[config.mk]
export PLATFORM = sky130hd
export DESIGN_NAME = upload_word_packer_flat
export DESIGN_NICKNAME = d
export VERILOG_FILES = /design/src/rtl/upload_word_packer_if.sv /design/src/rtl/upload_word_packer.sv /design/src/flat_wrapper.sv
export SDC_FILE = /design/constraint.sdc
export NUM_CORES = 1
export LEC_CHECK = 0
export CORE_UTILIZATION = 50
export CTS_CLUSTER_DIAMETER = 100
export DETAILED_ROUTE_END_ITERATION = 8
export PLACE_DENSITY = 0.85
export SETUP_SLACK_MARGIN = 0.4
export SYNTH_ARGS = -nofsm -noshare
export SYNTH_HDL_FRONTEND = slang
export SYNTH_SLANG_ARGS = --single-unit
[constraint.sdc]
create_clock -name clk -period 8.11 [get_ports clk]
set_clock_uncertainty 0.05 [all_clocks]
set_input_delay 1.622 -clock clk [delete_from_list [all_inputs] [get_ports clk]]
set_output_delay 1.622 -clock clk [all_outputs]
set_load 0.02 [all_outputs]
[src/rtl/upload_word_packer_if.sv]
// upload_word_packer_if: byte upload stream in, packed word memory writes out.
//   i_clk_enable      : qualifies every state update of the packer
//   i_byte_we/addr/data: byte write stream from upload_rx
//   i_upload_complete : level, upload finished
//   i_mem_ready       : memory accepts the pending word write
//   o_mem_*           : word write request, word address, packed data, byte enables
//   o_cpu_reset       : CPU held in reset until boot
//   o_loaded_words    : accepted word writes, wraps at 2^16
//   o_error           : sticky address/overflow error
interface upload_word_packer_if;
    logic        i_clk_enable;
    logic        i_byte_we;
    logic [31:0] i_byte_addr;
    logic [7:0]  i_byte_data;
    logic        i_upload_complete;
    logic        i_mem_ready;
    logic        o_mem_we;
    logic [29:0] o_mem_addr;
    logic [31:0] o_mem_wdata;
    logic [3:0]  o_mem_be;
    logic        o_cpu_reset;
    logic [15:0] o_loaded_words;
    logic        o_error;

    modport master (
        output i_clk_enable, i_byte_we, i_byte_addr, i_byte_data, i_upload_complete, i_mem_ready,
        input  o_mem_we, o_mem_addr, o_mem_wdata, o_mem_be, o_cpu_reset, o_loaded_words, o_error
    );

    modport slave (
        input  i_clk_enable, i_byte_we, i_byte_addr, i_byte_data, i_upload_complete, i_mem_ready,
        output o_mem_we, o_mem_addr, o_mem_wdata, o_mem_be, o_cpu_reset, o_loaded_words, o_error
    );
endinterface

[src/rtl/upload_word_packer.sv]
// upload_word_packer: packs the upload byte stream into little-endian 32-bit word writes,
// flushes a partial word on completion, then releases the CPU after BOOT_DELAY enabled cycles.
//   clk   : single clock
//   reset : synchronous, active-high
//   bus   : upload_word_packer_if.slave (byte stream in, memory write handshake out, status)
module upload_word_packer #(
    parameter int BOOT_DELAY = 16
) (
    input  logic                 clk,
    input  logic                 reset,
    upload_word_packer_if.slave  bus
);
    localparam int CW = $clog2(BOOT_DELAY + 1);

    typedef enum logic [2:0] {COLLECT, WRITE, FLUSH, BOOT_WAIT, RUN} state_t;

    typedef struct packed {
        state_t        state;
        logic          mem_we;
        logic [29:0]   mem_addr;
        logic [31:0]   mem_wdata;
        logic [3:0]    mem_be;
        logic          cpu_reset;
        logic [15:0]   loaded_words;
        logic          error;
        logic [31:0]   expected;
        logic          skid_v;
        logic [31:0]   skid_addr;
        logic [7:0]    skid_data;
        logic [CW-1:0] boot_cnt;
    } regs_t;

    regs_t       r_cur;
    regs_t       w_nxt;
    logic        w_src_v;
    logic [31:0] w_src_addr;
    logic [7:0]  w_src_data;

    // A held skid byte is older than any live byte, so it is always consumed first.
    assign w_src_v    = r_cur.skid_v || bus.i_byte_we;
    assign w_src_addr = r_cur.skid_v ? r_cur.skid_addr : bus.i_byte_addr;
    assign w_src_data = r_cur.skid_v ? r_cur.skid_data : bus.i_byte_data;

    always_ff @(posedge clk) begin
        if (reset) begin
            r_cur           <= '0;
            r_cur.cpu_reset <= 1'b1;
        end else if (bus.i_clk_enable) begin
            r_cur <= w_nxt;
        end
    end

    always_comb begin
        w_nxt = r_cur;
        case (r_cur.state)
            COLLECT: begin
                if (w_src_v) begin
                    // Draining the skid frees it for a live byte arriving in the same cycle.
                    if (r_cur.skid_v) begin
                        w_nxt.skid_v    = bus.i_byte_we;
                        w_nxt.skid_addr = bus.i_byte_addr;
                        w_nxt.skid_data = bus.i_byte_data;
                    end
                    if (w_src_addr != r_cur.expected) begin
                        w_nxt.error = 1'b1;
                    end else begin
                        w_nxt.mem_wdata[{w_src_addr[1:0], 3'b000} +: 8] = w_src_data;
                        w_nxt.mem_be   = r_cur.mem_be | (4'b0001 << w_src_addr[1:0]);
                        w_nxt.mem_addr = w_src_addr[31:2];
                        w_nxt.expected = r_cur.expected + 32'd1;
                        w_nxt.mem_we   = &w_src_addr[1:0];
                        w_nxt.state    = (&w_src_addr[1:0]) ? WRITE : COLLECT;
                    end
                end else if (bus.i_upload_complete) begin
                    w_nxt.mem_we = |r_cur.mem_be;
                    w_nxt.state  = (|r_cur.mem_be) ? FLUSH : BOOT_WAIT;
                end
            end
            WRITE, FLUSH: begin
                if (bus.i_byte_we) begin
                    w_nxt.error     = r_cur.error | r_cur.skid_v;
                    w_nxt.skid_v    = 1'b1;
                    w_nxt.skid_addr = r_cur.skid_v ? r_cur.skid_addr : bus.i_byte_addr;
                    w_nxt.skid_data = r_cur.skid_v ? r_cur.skid_data : bus.i_byte_data;
                end
                if (bus.i_mem_ready) begin
                    w_nxt.mem_we       = 1'b0;
                    w_nxt.mem_wdata    = '0;
                    w_nxt.mem_be       = '0;
                    w_nxt.loaded_words = r_cur.loaded_words + 16'd1;
                    w_nxt.state        = (r_cur.state == WRITE) ? COLLECT : BOOT_WAIT;
                end
            end
            BOOT_WAIT: begin
                if (r_cur.boot_cnt == CW'(BOOT_DELAY - 1)) begin
                    w_nxt.cpu_reset = 1'b0;
                    w_nxt.state     = RUN;
                end else begin
                    w_nxt.boot_cnt = r_cur.boot_cnt + CW'(1);
                end
            end
            default: begin
            end
        endcase
    end

    assign bus.o_mem_we       = r_cur.mem_we;
    assign bus.o_mem_addr     = r_cur.mem_addr;
    assign bus.o_mem_wdata    = r_cur.mem_wdata;
    assign bus.o_mem_be       = r_cur.mem_be;
    assign bus.o_cpu_reset    = r_cur.cpu_reset;
    assign bus.o_loaded_words = r_cur.loaded_words;
    assign bus.o_error        = r_cur.error;
endmodule

[src/flat_wrapper.sv]
// flat-port wrapper written by rule: the top's interface ports become plain ports
module upload_word_packer_flat 
#(
    parameter int BOOT_DELAY = 16
)
  (clk, reset, bus_i_clk_enable, bus_i_byte_we, bus_i_byte_addr, bus_i_byte_data, bus_i_upload_complete, bus_i_mem_ready, bus_o_mem_we, bus_o_mem_addr, bus_o_mem_wdata, bus_o_mem_be, bus_o_cpu_reset, bus_o_loaded_words, bus_o_error);
  upload_word_packer_if bus_i ();
  input  logic clk;
  input  logic reset;
  input wire logic [$bits(bus_i.i_clk_enable)-1:0] bus_i_clk_enable;
  input wire logic [$bits(bus_i.i_byte_we)-1:0] bus_i_byte_we;
  input wire logic [$bits(bus_i.i_byte_addr)-1:0] bus_i_byte_addr;
  input wire logic [$bits(bus_i.i_byte_data)-1:0] bus_i_byte_data;
  input wire logic [$bits(bus_i.i_upload_complete)-1:0] bus_i_upload_complete;
  input wire logic [$bits(bus_i.i_mem_ready)-1:0] bus_i_mem_ready;
  output wire logic [$bits(bus_i.o_mem_we)-1:0] bus_o_mem_we;
  output wire logic [$bits(bus_i.o_mem_addr)-1:0] bus_o_mem_addr;
  output wire logic [$bits(bus_i.o_mem_wdata)-1:0] bus_o_mem_wdata;
  output wire logic [$bits(bus_i.o_mem_be)-1:0] bus_o_mem_be;
  output wire logic [$bits(bus_i.o_cpu_reset)-1:0] bus_o_cpu_reset;
  output wire logic [$bits(bus_i.o_loaded_words)-1:0] bus_o_loaded_words;
  output wire logic [$bits(bus_i.o_error)-1:0] bus_o_error;
  assign bus_i.i_clk_enable = bus_i_clk_enable;
  assign bus_i.i_byte_we = bus_i_byte_we;
  assign bus_i.i_byte_addr = bus_i_byte_addr;
  assign bus_i.i_byte_data = bus_i_byte_data;
  assign bus_i.i_upload_complete = bus_i_upload_complete;
  assign bus_i.i_mem_ready = bus_i_mem_ready;
  assign bus_o_mem_we = bus_i.o_mem_we;
  assign bus_o_mem_addr = bus_i.o_mem_addr;
  assign bus_o_mem_wdata = bus_i.o_mem_wdata;
  assign bus_o_mem_be = bus_i.o_mem_be;
  assign bus_o_cpu_reset = bus_i.o_cpu_reset;
  assign bus_o_loaded_words = bus_i.o_loaded_words;
  assign bus_o_error = bus_i.o_error;
  upload_word_packer #(.BOOT_DELAY(BOOT_DELAY)) u_core (.clk(clk), .reset(reset), .bus(bus_i));
endmodule
==> out/metrics.cfg, run 1 <==
[die]
start_util_pct = 51.6
fp.dieW_um = 133
coreArea_um2 = 16700
fp.dieH_um = 133
io_pins = 131
dieArea_um2 = 17800
row_count = 47

[route]
dr_total_vias = 7006
finalWirelength_mm = 20.5
drt-initial-drc-count = 563
vias_per_cell = 5.73
first_pass_iters = 6
wire_per_inst_um = 16.7
route.detailed.drc = 0
ant_nets = 0

[status]
outcome = finished clean

[cts]
cts_root_buf = clkbuf_16
postCtsHoldBufs = 0
cts_tree = built
clk_path_buf_depth = 2
htreeDepth = 4
postCtsSetupRepairBufs = 0
path_clk_slew_ns = 0.06
cts_sinks = 166
cts_made_buffers = 17
clock_latency_ns = 0.43
post_cts_resize_count = 0

[global_routing]
grt_use_total_pct = 23.4
grt_pass1_vias = 6561
grt.overflow.total = 0
grt_max_degree = 93
grt_pass1_wl_mm = 33.3
antenna_found_initial = 0

[synth]
synth_area_um2 = 8620
syn-instance-count = 982
ys_ff_latch = 166
synth_edf_count = 0
async_reset_ff_share_pct = 0
syn_avg_cell_area_um2 = 8.78
synth_fp_nets = 1039
yosysUniqueCellTypes = 61
synth.yosys.seq_area_share_pct = 38.5
yosys_warnings = 0
synth_ff_type = dfxtp_1

[pwr]
pwr-share-comb_pct = 8.8
peakVddDrop_v = 0.000158
total_power_mw = 1.76
p_int_mw = 1.34
clkPwrFrac_pct = 44.3
switching_share_pct = 24.2
p_switching_mw = 0.426
power.density_nw_per_um2 = 178
p_seq_share_pct = 46.9
p_leak_nw = 3.18

[worst_setup_path]
critPathCaptureType = flip-flop
cp_data_required_time_ns = 8.38
arrival_ns = 5.16
critical_path.max_fanout = 21
critPathKind = input pin to flip-flop
startpoint_type = input pin

[worst_hold_path]
holdCritPathClass = flip-flop to flip-flop

[finish]
syn2layout_area_growth_pct = 14.8
diodes = 0
design_area_um2 = 9900
drive_gt1_share_pct = 7.58
finalNetCount = 1050

[sta]
rsz0062_at_grt = false
setup_viol = 0
min_period_over_period_pct = 60.2
hold_violations = 0
fmax_mhz = 205
worstMarginPinSlew_ns = 1.13
drv_slew = 0
fin_crit_ns = 4.89
fin_tns_setup_ns = 0
slew_headroom_pct = 24.4

[placement]
hpwlAfterDp_mm = 14.0
dpl_cell_area_um2 = 9350
place.gp.congestion = 0.822
port_buffers = 130

[job]
cap_violations = 0

==> layout by cell type (no fill, tap or decap), types with 8 or more instances in the layout <==
cell             count
dfxtp_1            165
clkdlybuf4s50_1    129
nor2_1              90
a21oi_1             48
inv_1               44
nand2_1             43
mux2i_1             39
xnor2_1             38
o21ai_0             34
a211oi_1            33
nand4_1             23
nor2b_1             23
nand3_1             21
o32ai_1             17
clkbuf_16           17
o22ai_1             16
a22oi_1             16
nand2b_1            14
nor3_1              13
mux2_1              13
xor2_1              11
ha_1                11
or2_2               10
or3_1               10
buf_4                9
nor4_1               8
and2_1               8
==> sequential cells by signal, indices dropped and copies added, names as in the netlist <==
name,count
u_core.bus.o_cpu_reset,1
u_core.bus.o_mem_addr,30
u_core.r_cur,81
u_core.bus.o_error,1
u_core.bus.o_mem_we,1
u_core.bus.o_loaded_words,16
u_core.bus.o_mem_be,4
u_core.bus.o_mem_wdata,32
==> metrics by stage <==
| stage | std cells | setup slack (ns) | utilization [%] | hold WS [ns] |
|---|---|---|---|---|
| finish | 1223 | 3.22 | 59.3 | 0.400 |
| global route | 1223 | 3.05 | 59.3 | 0.419 |
| CTS | 1223 | 3.29 | 59.3 | 0.402 |
| detailed placement | 1194 | 2.84 | 56.0 | 0.392 |
| global placement | 1194 | 2.93 | 56.0 | 0.386 |
| floorplan | 982 | 4.53 | - | 0.379 |
==> power groups by stage <==
| stage | logic, mW | clock network, mW | registers [mW] |
|---|---|---|---|
| after CTS | 0.155 | 0.792 | 0.826 |
| after global routing | 0.168 | 0.829 | 0.826 |
| after floorplan | 0.0973 | 0 | 0.841 |
| after detailed placement | 0.154 | 0 | 0.844 |
| after global placement | 0.151 | 0 | 0.844 |
| final | 0.156 | 0.780 | 0.826 |
==> final cells by class <==
cell class              count  area (µm²)
multi-input cells         626        4230
fillers                  1432        6800
flip-flops and latches    166        3320
well taps                 220         275
inverters                  44         165
clock buffers              21         450
repair buffers            138        1360
clock inverters             8         103
==> cells by family (layout without fill, tap and decap cells) <==
group / count (synthesis) / count (layout) / share of synthesized area (%)
xor gates and xnor gates: 49 / 49 / 4.98
AOI/OAI and AO/OA: 209 / 209 / 16.3
adders and majority gates: 11 / 11 / 1.60
and+or+nand+nor: 293 / 293 / 17.9
DFF: 166 / 166 / 38.5
muxes: 64 / 64 / 8.04
buffers and inverters: 190 / 211 / 12.6
==> layer usage <==
| layer | wire length (µm) | track usage, % | up-vias |
|---|---|---|---|
| met5 | 0 | 0 | - |
| met2 | 9560 | 37.1 | 231 |
| li1 | - | - | 3418 |
| met1 | 9250 | 31.1 | 3325 |
| met3 | 1270 | 4.83 | 32 |
| met4 | 395 | 9.22 | 0 |
==> cell usage after synthesis (8+ instances only) <==
library cell	instances	area (µm²)
nor4_1	8	50.1
nor2_1	91	342
nand3_1	21	105
nand4_1	23	144
a22oi_1	16	120
ha_1	11	138
o21ai_0	34	170
dfxtp_1	166	3320
xor2_1	11	96.3
mux2i_1	39	390
nor2b_1	23	144
xnor2_1	38	333
and2_1	8	50.1
a21oi_1	48	240
o22ai_1	16	100
nand2_1	43	161
a211oi_1	33	248
or3_1	10	62.6
or2_2	10	62.6
nor3_1	13	65.1
buf_4	89	668
clkbuf_1	39	146
mux2_1	13	146
nand2b_1	14	87.6
o32ai_1	17	149
inv_1	44	165
==> path summary, 6_finish.rpt <==
path | start | cells after the start | slack, ns | end
worst max register to register | u_core.r_cur[45]$_SDFFE_PP0P_ | 8 | 3.34 | u_core.bus.o_mem_wdata[25]$_SDFFE_PP0P_
worst max-delay path | bus_i_byte_addr[1] | 8 | 3.22 | u_core.bus.o_mem_wdata[25]$_SDFFE_PP0P_
worst min register to register | u_core.bus.o_mem_wdata[11]$_SDFFE_PP0P_ | 2 | 0.40 | u_core.bus.o_mem_wdata[11]$_SDFFE_PP0P_
worst min-delay path | u_core.bus.o_mem_wdata[11]$_SDFFE_PP0P_ | 2 | 0.40 | u_core.bus.o_mem_wdata[11]$_SDFFE_PP0P_
==> critical path: stages <==
cell and delay [ns]:
clkdlybuf4s50_1 0.47, mux2i_1 0.48, xnor2_1 0.12, nor4_1 0.31, and4_1 0.30, nand4_1 0.70
or4_1 0.94, o32ai_1 0.21
Power figures use the tool's default switching activity.
==> inputs of run 2 (changes only) <==
--- a/config.mk
+++ b/config.mk
@@ -5,10 +5,10 @@
 export SDC_FILE = /design/constraint.sdc
 export NUM_CORES = 1
 export LEC_CHECK = 0
-export CORE_UTILIZATION = 50
+export CORE_UTILIZATION = 49
 export CTS_CLUSTER_DIAMETER = 100
 export DETAILED_ROUTE_END_ITERATION = 8
-export PLACE_DENSITY = 0.85
+export PLACE_DENSITY = 0.86
 export SETUP_SLACK_MARGIN = 0.4
 export SYNTH_ARGS = -nofsm -noshare
 export SYNTH_HDL_FRONTEND = slang
==> constraint.sdc (replaced) <==
create_clock -name clk -period 3.9 [get_ports clk]
set_clock_uncertainty 0.05 [all_clocks]
set_input_delay 0.78 -clock clk [delete_from_list [all_inputs] [get_ports clk]]
set_output_delay 0.78 -clock clk [all_outputs]
set_load 0.02 [all_outputs]
==> run 2 against run 1 <==
The flow now finishes with violations (design-rule violations). Sequential power is 110% higher. Critical path depth increased by 2. Final cell count is 1.8% higher. Final area increased by 1.8%. Critical path type unchanged. Largest power group unchanged.
==> out/metrics.cfg, run 2 (synthesized netlist as in run 1, its figures left out) <==
[global_routing]
grt_pass1_wl_mm = 33.0  ; was 33.3 mm
grt_pass1_vias = 6690  ; was 6561
grt_max_degree = 65  ; was 93
grt.overflow.total = 0  ; unchanged
antenna_found_initial = 0  ; unchanged
grt_use_total_pct = 23.0  ; was 23.4%

[status]
outcome = finished, violations left  ; was finished clean
violations = design-rule violations

[finish]
diodes = 0  ; unchanged
largest-register = u_core.r_cur  ; unchanged
final_common_cell = dfxtp_1  ; unchanged
largest_register_ffs = 81  ; unchanged
drive_gt1_share_pct = 9.51  ; was 7.58%
final_cell_mix = dfxtp_1 (165), clkdlybuf4s50_1 (129), nor2_1 (90)  ; unchanged
final_core_util_pct = 58.5  ; was 59.3%
finalNetCount = 1064  ; was 1050
syn2layout_area_growth_pct = 16.9  ; was 14.8%

[die]
start_util_pct = 50.0  ; was 51.6%
fp.dieH_um = 135  ; was 133 µm
coreArea_um2 = 17200  ; was 16700 µm²
fp.dieW_um = 135  ; was 133 µm
io_pins = 131  ; unchanged
dieArea_um2 = 18100  ; was 17800 µm²
row_count = 48  ; was 47

[route]
dr_total_vias = 7151  ; was 7006
vias_per_cell = 5.74  ; was 5.73
ant_nets = 0  ; unchanged
route.detailed.drc = 1  ; was 0
finalWirelength_mm = 20.3  ; was 20.5 mm
wire_per_inst_um = 16.3  ; was 16.7 µm
first_pass_iters = 7  ; was 6
drt-initial-drc-count = 663  ; was 563

[worst_setup_path]
r2r_end = u_core.bus.o_mem_addr[5]$_SDFFE_PP0P_  ; was u_core.bus.o_mem_wdata[25]$_SDFFE_PP0P_
reg2reg_depth = 10  ; was 8
critPathCaptureType = flip-flop  ; unchanged
slowest_delay_ns = 0.51  ; was 0.94 ns
endpoint = u_core.bus.o_mem_addr[5]$_SDFFE_PP0P_  ; was u_core.bus.o_mem_wdata[25]$_SDFFE_PP0P_
cp_data_required_time_ns = 4.19  ; was 8.38 ns
cp_cell_sequence = clkdlybuf4s50_1 > mux2i_4 > xnor2_1 > nor4_1 > and4_1 > and4_2 > buf_12 > buf_4 > nor2_1 > a211oi_1  ; was clkdlybuf4s50_1 > mux2i_1 > xnor2_1 > nor4_1 > and4_1 > nand4_1 > or4_1 > o32ai_1
startpoint = bus_i_byte_addr[0]  ; was bus_i_byte_addr[1]
worstSetupPathDepth = 10  ; was 8
critPathKind = input pin to flip-flop  ; unchanged
crit_slowest_cell = clkdlybuf4s50_1  ; was or4_1
ff2ff_setup_slack_ns = 0.73  ; was 3.34 ns
startpoint_type = input pin  ; unchanged
crit_buf_inv = 3  ; was 1
r2r-start = u_core.r_cur[45]$_SDFFE_PP0P_  ; unchanged
critical_path.max_fanout = 52  ; was 21
path_delay_family = buffers and inverters  ; was simple AND/OR/NAND/NOR gates
arrival_ns = 3.53  ; was 5.16 ns

[sta]
fin_crit_ns = 3.24
fmax_mhz = 309
worstMarginPinSlew_ns = 0.694  ; was 1.13 ns
min_period_over_period_pct = 83.0
fin_tns_setup_ns = 0  ; unchanged
hold_violations = 0  ; unchanged
drv_slew = 0  ; unchanged
slew_headroom_pct = 53.3  ; was 24.4%
setup_viol = 0  ; unchanged
rsz0062_at_grt = false  ; unchanged

[cts]
htreeDepth = 4  ; unchanged
clock_latency_ns = 0.44  ; was 0.43 ns
path_clk_slew_ns = 0.07  ; was 0.06 ns
postCtsHoldBufs = 0  ; unchanged
cts_root_buf = clkbuf_16  ; unchanged
clk_path_buf_depth = 2  ; unchanged
cts_made_buffers = 17  ; unchanged
cts_tree = built  ; unchanged
cts_sinks = 166  ; unchanged

[pwr]
p_leak_nw = 3.28  ; was 3.18 nW
peakVddDrop_v = 0.000338  ; was 0.000158 V
power.density_nw_per_um2 = 368  ; was 178 nW/µm²

[job]
cap_violations = 0  ; unchanged

[placement]
hpwlAfterDp_mm = 14.4  ; was 14.0 mm
port_buffers = 130  ; unchanged
place.gp.congestion = 0.838  ; was 0.822

[worst_hold_path]
holdCritPathClass = flip-flop to flip-flop  ; unchanged

## run 2: changes by cell type in the layout (fill, tap and decap cells not counted), sizes merged
cell	before	now
buf	9	23
bufinv	2	1
clkbuf	21	18
inv	45	52
## run 2: routing by layer
layer	track usage (%)	vias to the layer above	wire, µm
li1	-	3451	-
met1	29.8	3383	8960
met2	37.0	279	9500
met3	5.22	38	1410
met4	9.05	0	447
met5	0	-	0
## run 2: cell type report
| cell class | count | area [µm²] |
|---|---|---|
| fill | 1435 | 7160 |
| multi-input combinational | 626 | 4230 |
| sequential | 166 | 3320 |
| timing repair buffer | 152 | 1500 |
| clock buffer | 18 | 439 |
| tap | 225 | 282 |
| inverter | 44 | 165 |
| clock inverter | 14 | 138 |
## run 2: worst register-to-register path: stages (launching register included)
cell and delay (ns):
dfxtp_2 0.35, buf_4 0.34, mux2i_4 0.44, xnor2_1 0.11
nor4_1 0.38, and4_1 0.29, and4_2 0.26, buf_12 0.25
buf_4 0.29, nor2_1 0.07, a211oi_1 0.25
## run 2: worst min-delay path by stage
stage,from,end,cells after the start
2_1_floorplan,u_core.bus.o_mem_wdata[10]$_SDFFE_PP0P_,u_core.bus.o_mem_wdata[10]$_SDFFE_PP0P_,2
3_3_place_gp,u_core.bus.o_cpu_reset$_SDFFE_PP1P_,u_core.bus.o_cpu_reset$_SDFFE_PP1P_,1
3_5_place_dp,u_core.bus.o_mem_wdata[17]$_SDFFE_PP0P_,u_core.bus.o_mem_wdata[17]$_SDFFE_PP0P_,2
4_1_cts,u_core.bus.o_mem_wdata[17]$_SDFFE_PP0P_,u_core.bus.o_mem_wdata[17]$_SDFFE_PP0P_,2
5_1_grt,u_core.bus.o_mem_wdata[16]$_SDFFE_PP0P_,u_core.bus.o_mem_wdata[16]$_SDFFE_PP0P_,2
6_report,u_core.bus.o_mem_wdata[8]$_SDFFE_PP0P_,u_core.bus.o_mem_wdata[8]$_SDFFE_PP0P_,2
## run 2: where the power goes
part	switching, mW	internal [mW]
combinational	0.205	0.133
sequential	0.0104	1.70
clock	0.743	0.912
total	0.958	2.75
## run 2: through the flow
stage / hold WS [ns] / cell area, µm² / cells / worst slack (ns) / total power [mW]
after detailed placement: 0.394 / 9500 / 1213 / 0.233 / 2.08
after global placement: 0.384 / 9500 / 1213 / 0.368 / 2.08
after global routing: 0.429 / 10100 / 1245 / 0.465 / 3.83
after CTS: 0.404 / 10100 / 1245 / 0.647 / 3.73
after floorplan: 0.379 / 8620 / 982 / 1.16 / 1.95
final: 0.403 / 10100 / 1245 / 0.662 / 3.71
## run 2: what timing repair did
item | CTS | global route
endpoints found under the setup margin | 0 | 3
resized for setup | 0 | 1
setup buffers | 0 | 0
hold endpoints to repair | 0 | 0
==> inputs of run 3 (changes only) <==
--- a/config.mk
+++ b/config.mk
@@ -5,10 +5,10 @@
 export SDC_FILE = /design/constraint.sdc
 export NUM_CORES = 1
 export LEC_CHECK = 0
-export CORE_UTILIZATION = 49
+export CORE_UTILIZATION = 50
 export CTS_CLUSTER_DIAMETER = 100
 export DETAILED_ROUTE_END_ITERATION = 8
-export PLACE_DENSITY = 0.86
+export PLACE_DENSITY = 0.85
 export SETUP_SLACK_MARGIN = 0.4
 export SYNTH_ARGS = -nofsm -noshare
 export SYNTH_HDL_FRONTEND = slang
==> constraint.sdc (replaced) <==
create_clock -name clk -period 3.19 [get_ports clk]
set_clock_uncertainty 0.05 [all_clocks]
set_input_delay 0.638 -clock clk [delete_from_list [all_inputs] [get_ports clk]]
set_output_delay 0.638 -clock clk [all_outputs]
set_load 0.02 [all_outputs]
==> run 3 against run 2 <==
The flow now finishes without violations. Worst setup slack lost 0.62 ns. Sequential cell count unchanged. Final cell count rose by 6.1%. Critical path type is now flip-flop to flip-flop. Largest cell class unchanged.
==> out/metrics.cfg, run 3 (synthesized netlist as in run 1, its figures left out) <==
[pwr]
p_leak_nw = 3.97  ; was 3.28 nW
power.density_nw_per_um2 = 420  ; was 368 nW/µm²
peakVddDrop_v = 0.000385  ; was 0.000338 V
total_power_mw = 4.85  ; was 3.71 mW

[route]
vias_per_cell = 6.06  ; was 5.74
dr_total_vias = 8006  ; was 7151
route.detailed.drc = 0  ; was 1
drt-initial-drc-count = 1002  ; was 663
wire_per_inst_um = 19.7  ; was 16.3 µm
first_pass_iters = 8  ; was 7
ant_nets = 0  ; unchanged
finalWirelength_mm = 26.1  ; was 20.3 mm

[worst_setup_path]
critPathCaptureType = flip-flop  ; unchanged
cp_data_required_time_ns = 3.50  ; was 4.19 ns
critical_path.max_fanout = 11  ; was 52
startpoint_type = flip-flop  ; was input pin
cp_cell_sequence = buf_16 > mux2i_2 > xnor2_1 > nor4_2 > and4_4 > nand4_1 > buf_6 > buf_6 > or3_1 > a21oi_1  ; was clkdlybuf4s50_1 > mux2i_4 > xnor2_1 > nor4_1 > and4_1 > and4_2 > buf_12 > buf_4 > nor2_1 > a211oi_1
r2r_end = u_core.r_cur[68]$_SDFFE_PP0P_  ; was u_core.bus.o_mem_addr[5]$_SDFFE_PP0P_
r2r-start = u_core.r_cur[45]$_SDFFE_PP0P_  ; unchanged
slowest_delay_ns = 0.46  ; was 0.51 ns
arrival_ns = 3.45  ; was 3.53 ns
crit_slowest_cell = dfxtp_4  ; was clkdlybuf4s50_1
ff2ff_setup_slack_ns = 0.05  ; was 0.73 ns
crit_top_cell = buf_6
reg2reg_depth = 10  ; unchanged
critPathKind = flip-flop to flip-flop  ; was input pin to flip-flop

[finish]
design_area_um2 = 11600  ; was 10100 µm²
final_common_cell = dfxtp_1  ; unchanged
regArea_um2 = 3330  ; was 3320 µm²
finalNetCount = 1145  ; was 1064
multi_input_area_um2 = 4760  ; was 4230 µm²
final_cell_mix = dfxtp_1 (165), clkdlybuf4s50_1 (129), nor2_1 (90)  ; unchanged
largest_register_ffs = 81  ; unchanged
largest-register = u_core.r_cur  ; unchanged
fillers = 1155  ; was 1435
syn2layout_area_growth_pct = 34.0  ; was 16.9%
drive_gt1_share_pct = 22.8  ; was 9.51%
diodes = 0  ; unchanged
final_cells = 1321  ; was 1245

[job]
cap_violations = 0  ; unchanged

[placement]
port_buffers = 130  ; unchanged
dpl_cell_area_um2 = 9900  ; was 9500 µm²
place.gp.congestion = 0.867  ; was 0.838
placed_cells = 1261  ; was 1213
hpwlAfterDp_mm = 15.0  ; was 14.4 mm
post-place-ws_ns = -0.209  ; was 0.233 ns

[global_routing]
busiest_layer = met2  ; unchanged
grt_use_total_pct = 26.1  ; was 23.0%
met1_usage_pct = 31.9  ; was 29.8%
grt_max_degree = 63  ; was 65
grt.overflow.total = 0  ; unchanged
use_met3_pct = 6.24  ; was 5.22%
antenna_found_initial = 0  ; unchanged
use_met2_pct = 43.6  ; was 37.0%
grt_pass1_vias = 7276  ; was 6690
grt_pass1_wl_mm = 36.9  ; was 33.0 mm

[cts]
clock_latency_ns = 0.44  ; about the same
clk_path_buf_depth = 2  ; unchanged
cts_tree = built  ; unchanged
cts_root_buf = clkbuf_16  ; unchanged
path_clk_slew_ns = 0.07  ; about the same
htreeDepth = 4  ; unchanged
postCtsHoldBufs = 0  ; unchanged
cts_made_buffers = 17  ; unchanged
cts_sinks = 166  ; unchanged

[sta]
setup_viol = 0  ; unchanged
fin_crit_ns = 3.14
slew_headroom_pct = 51.3  ; was 53.3%
fmax_mhz = 318
worstMarginPinSlew_ns = 0.725  ; was 0.694 ns
hold_violations = 0  ; unchanged
min_period_over_period_pct = 98.6
layout_setup_ws_ns = 0.0460  ; was 0.662 ns
drv_slew = 0  ; unchanged
rsz0062_at_grt = true  ; was false

[worst_hold_path]
min_to = u_core.bus.o_mem_wdata[22]$_SDFFE_PP0P_  ; was u_core.bus.o_mem_wdata[8]$_SDFFE_PP0P_
min_path_cells = 2  ; unchanged
worstHoldStart = u_core.bus.o_mem_wdata[22]$_SDFFE_PP0P_  ; was u_core.bus.o_mem_wdata[8]$_SDFFE_PP0P_
holdCritPathClass = flip-flop to flip-flop  ; unchanged

[die]
dieArea_um2 = 17800  ; was 18100 µm²
coreArea_um2 = 16700  ; was 17200 µm²
io_pins = 131  ; unchanged
start_util_pct = 51.6  ; was 50.0%
fp.dieH_um = 133  ; was 135 µm
row_count = 47  ; was 48
fp.dieW_um = 133  ; was 135 µm

[status]
outcome = finished clean  ; was finished, violations left

run 3: changes by cell type in the layout (fill, tap and decap cells not counted), moves of 8 or more:
cell | previous run | this run
buf_4 | 20 | 73
mux2i_1 | 38 | 23
mux2_4 | 0 | 12
buf_6 | 0 | 10
a211oi_1 | 33 | 24
a211oi_2 | 0 | 9
mux2_1 | 13 | 4
mux2i_2 | 5 | 13
run 3: how the worst max path moves through the flow:
stage                                  start                            end  slack [ns]
3_5_place_dp             bus_i_byte_addr[18]  u_core.r_cur[63]$_SDFFE_PP0P_       -0.21
3_3_place_gp              bus_i_byte_addr[7]  u_core.r_cur[63]$_SDFFE_PP0P_       -0.11
2_1_floorplan             bus_i_byte_addr[0]  u_core.r_cur[63]$_SDFFE_PP0P_        0.59
4_1_cts        u_core.r_cur[45]$_SDFFE_PP0P_  u_core.r_cur[63]$_SDFFE_PP0P_        0.29
6_report       u_core.r_cur[45]$_SDFFE_PP0P_  u_core.r_cur[68]$_SDFFE_PP0P_        0.05
5_1_grt        u_core.r_cur[45]$_SDFFE_PP0P_  u_core.r_cur[73]$_SDFFE_PP0P_       -0.02
run 3: cell type report:
cell class | count | area share, %
multi-input cells | 626 | 41.1
flip-flops and latches | 166 | 28.8
repair buffers | 233 | 20.8
clock buffers | 18 | 3.80
well taps | 220 | 2.38
clock inverters | 14 | 1.61
inverters | 44 | 1.43
run 3: timing repair:
item | 4_1_cts | 5_1_grt
setup endpoints to repair | 96 | 100
gates resized for setup | 57 | 66
buffers inserted | 5 | 12
cloned | 4 | 7
pin swaps | 26 | 20
run 3: per-stage QoR:
stage / hold WS [ns] / utilization [%] / setup TNS [ns]
after floorplan: 0.379 / - / 0
after global placement: 0.386 / 59.3 / -3.52
after detailed placement: 0.396 / 59.3 / -10.97
after CTS: 0.406 / 65.6 / 0
after global routing: 0.436 / 69.2 / -0.0810
final: 0.409 / 69.2 / 0
run 3: metal layers:
layer | vias up | wire length [µm]
li1 | 3613 | -
met1 | 3881 | 10400
met2 | 424 | 12900
met3 | 88 | 1940
met4 | 0 | 789
met5 | - | 0
run 3: worst max-delay path: cells and delay by family (launching register included):
kind / cells / cell delay, ns
XOR/XNOR: 1 / 0.16
buffers and inverters: 3 / 0.61
flip-flops: 1 / 0.46
AO/OA/AOI/OAI: 1 / 0.15
AND/OR/NAND/NOR: 4 / 1.31
multiplexers: 1 / 0.32
run 3: report_power, final:
group	internal [mW]	switching, mW	leakage, nW
registers	2.08	0.0154	1.34
clock network	1.27	0.947	0.294
logic	0.231	0.303	2.34
total	3.59	1.27	3.97
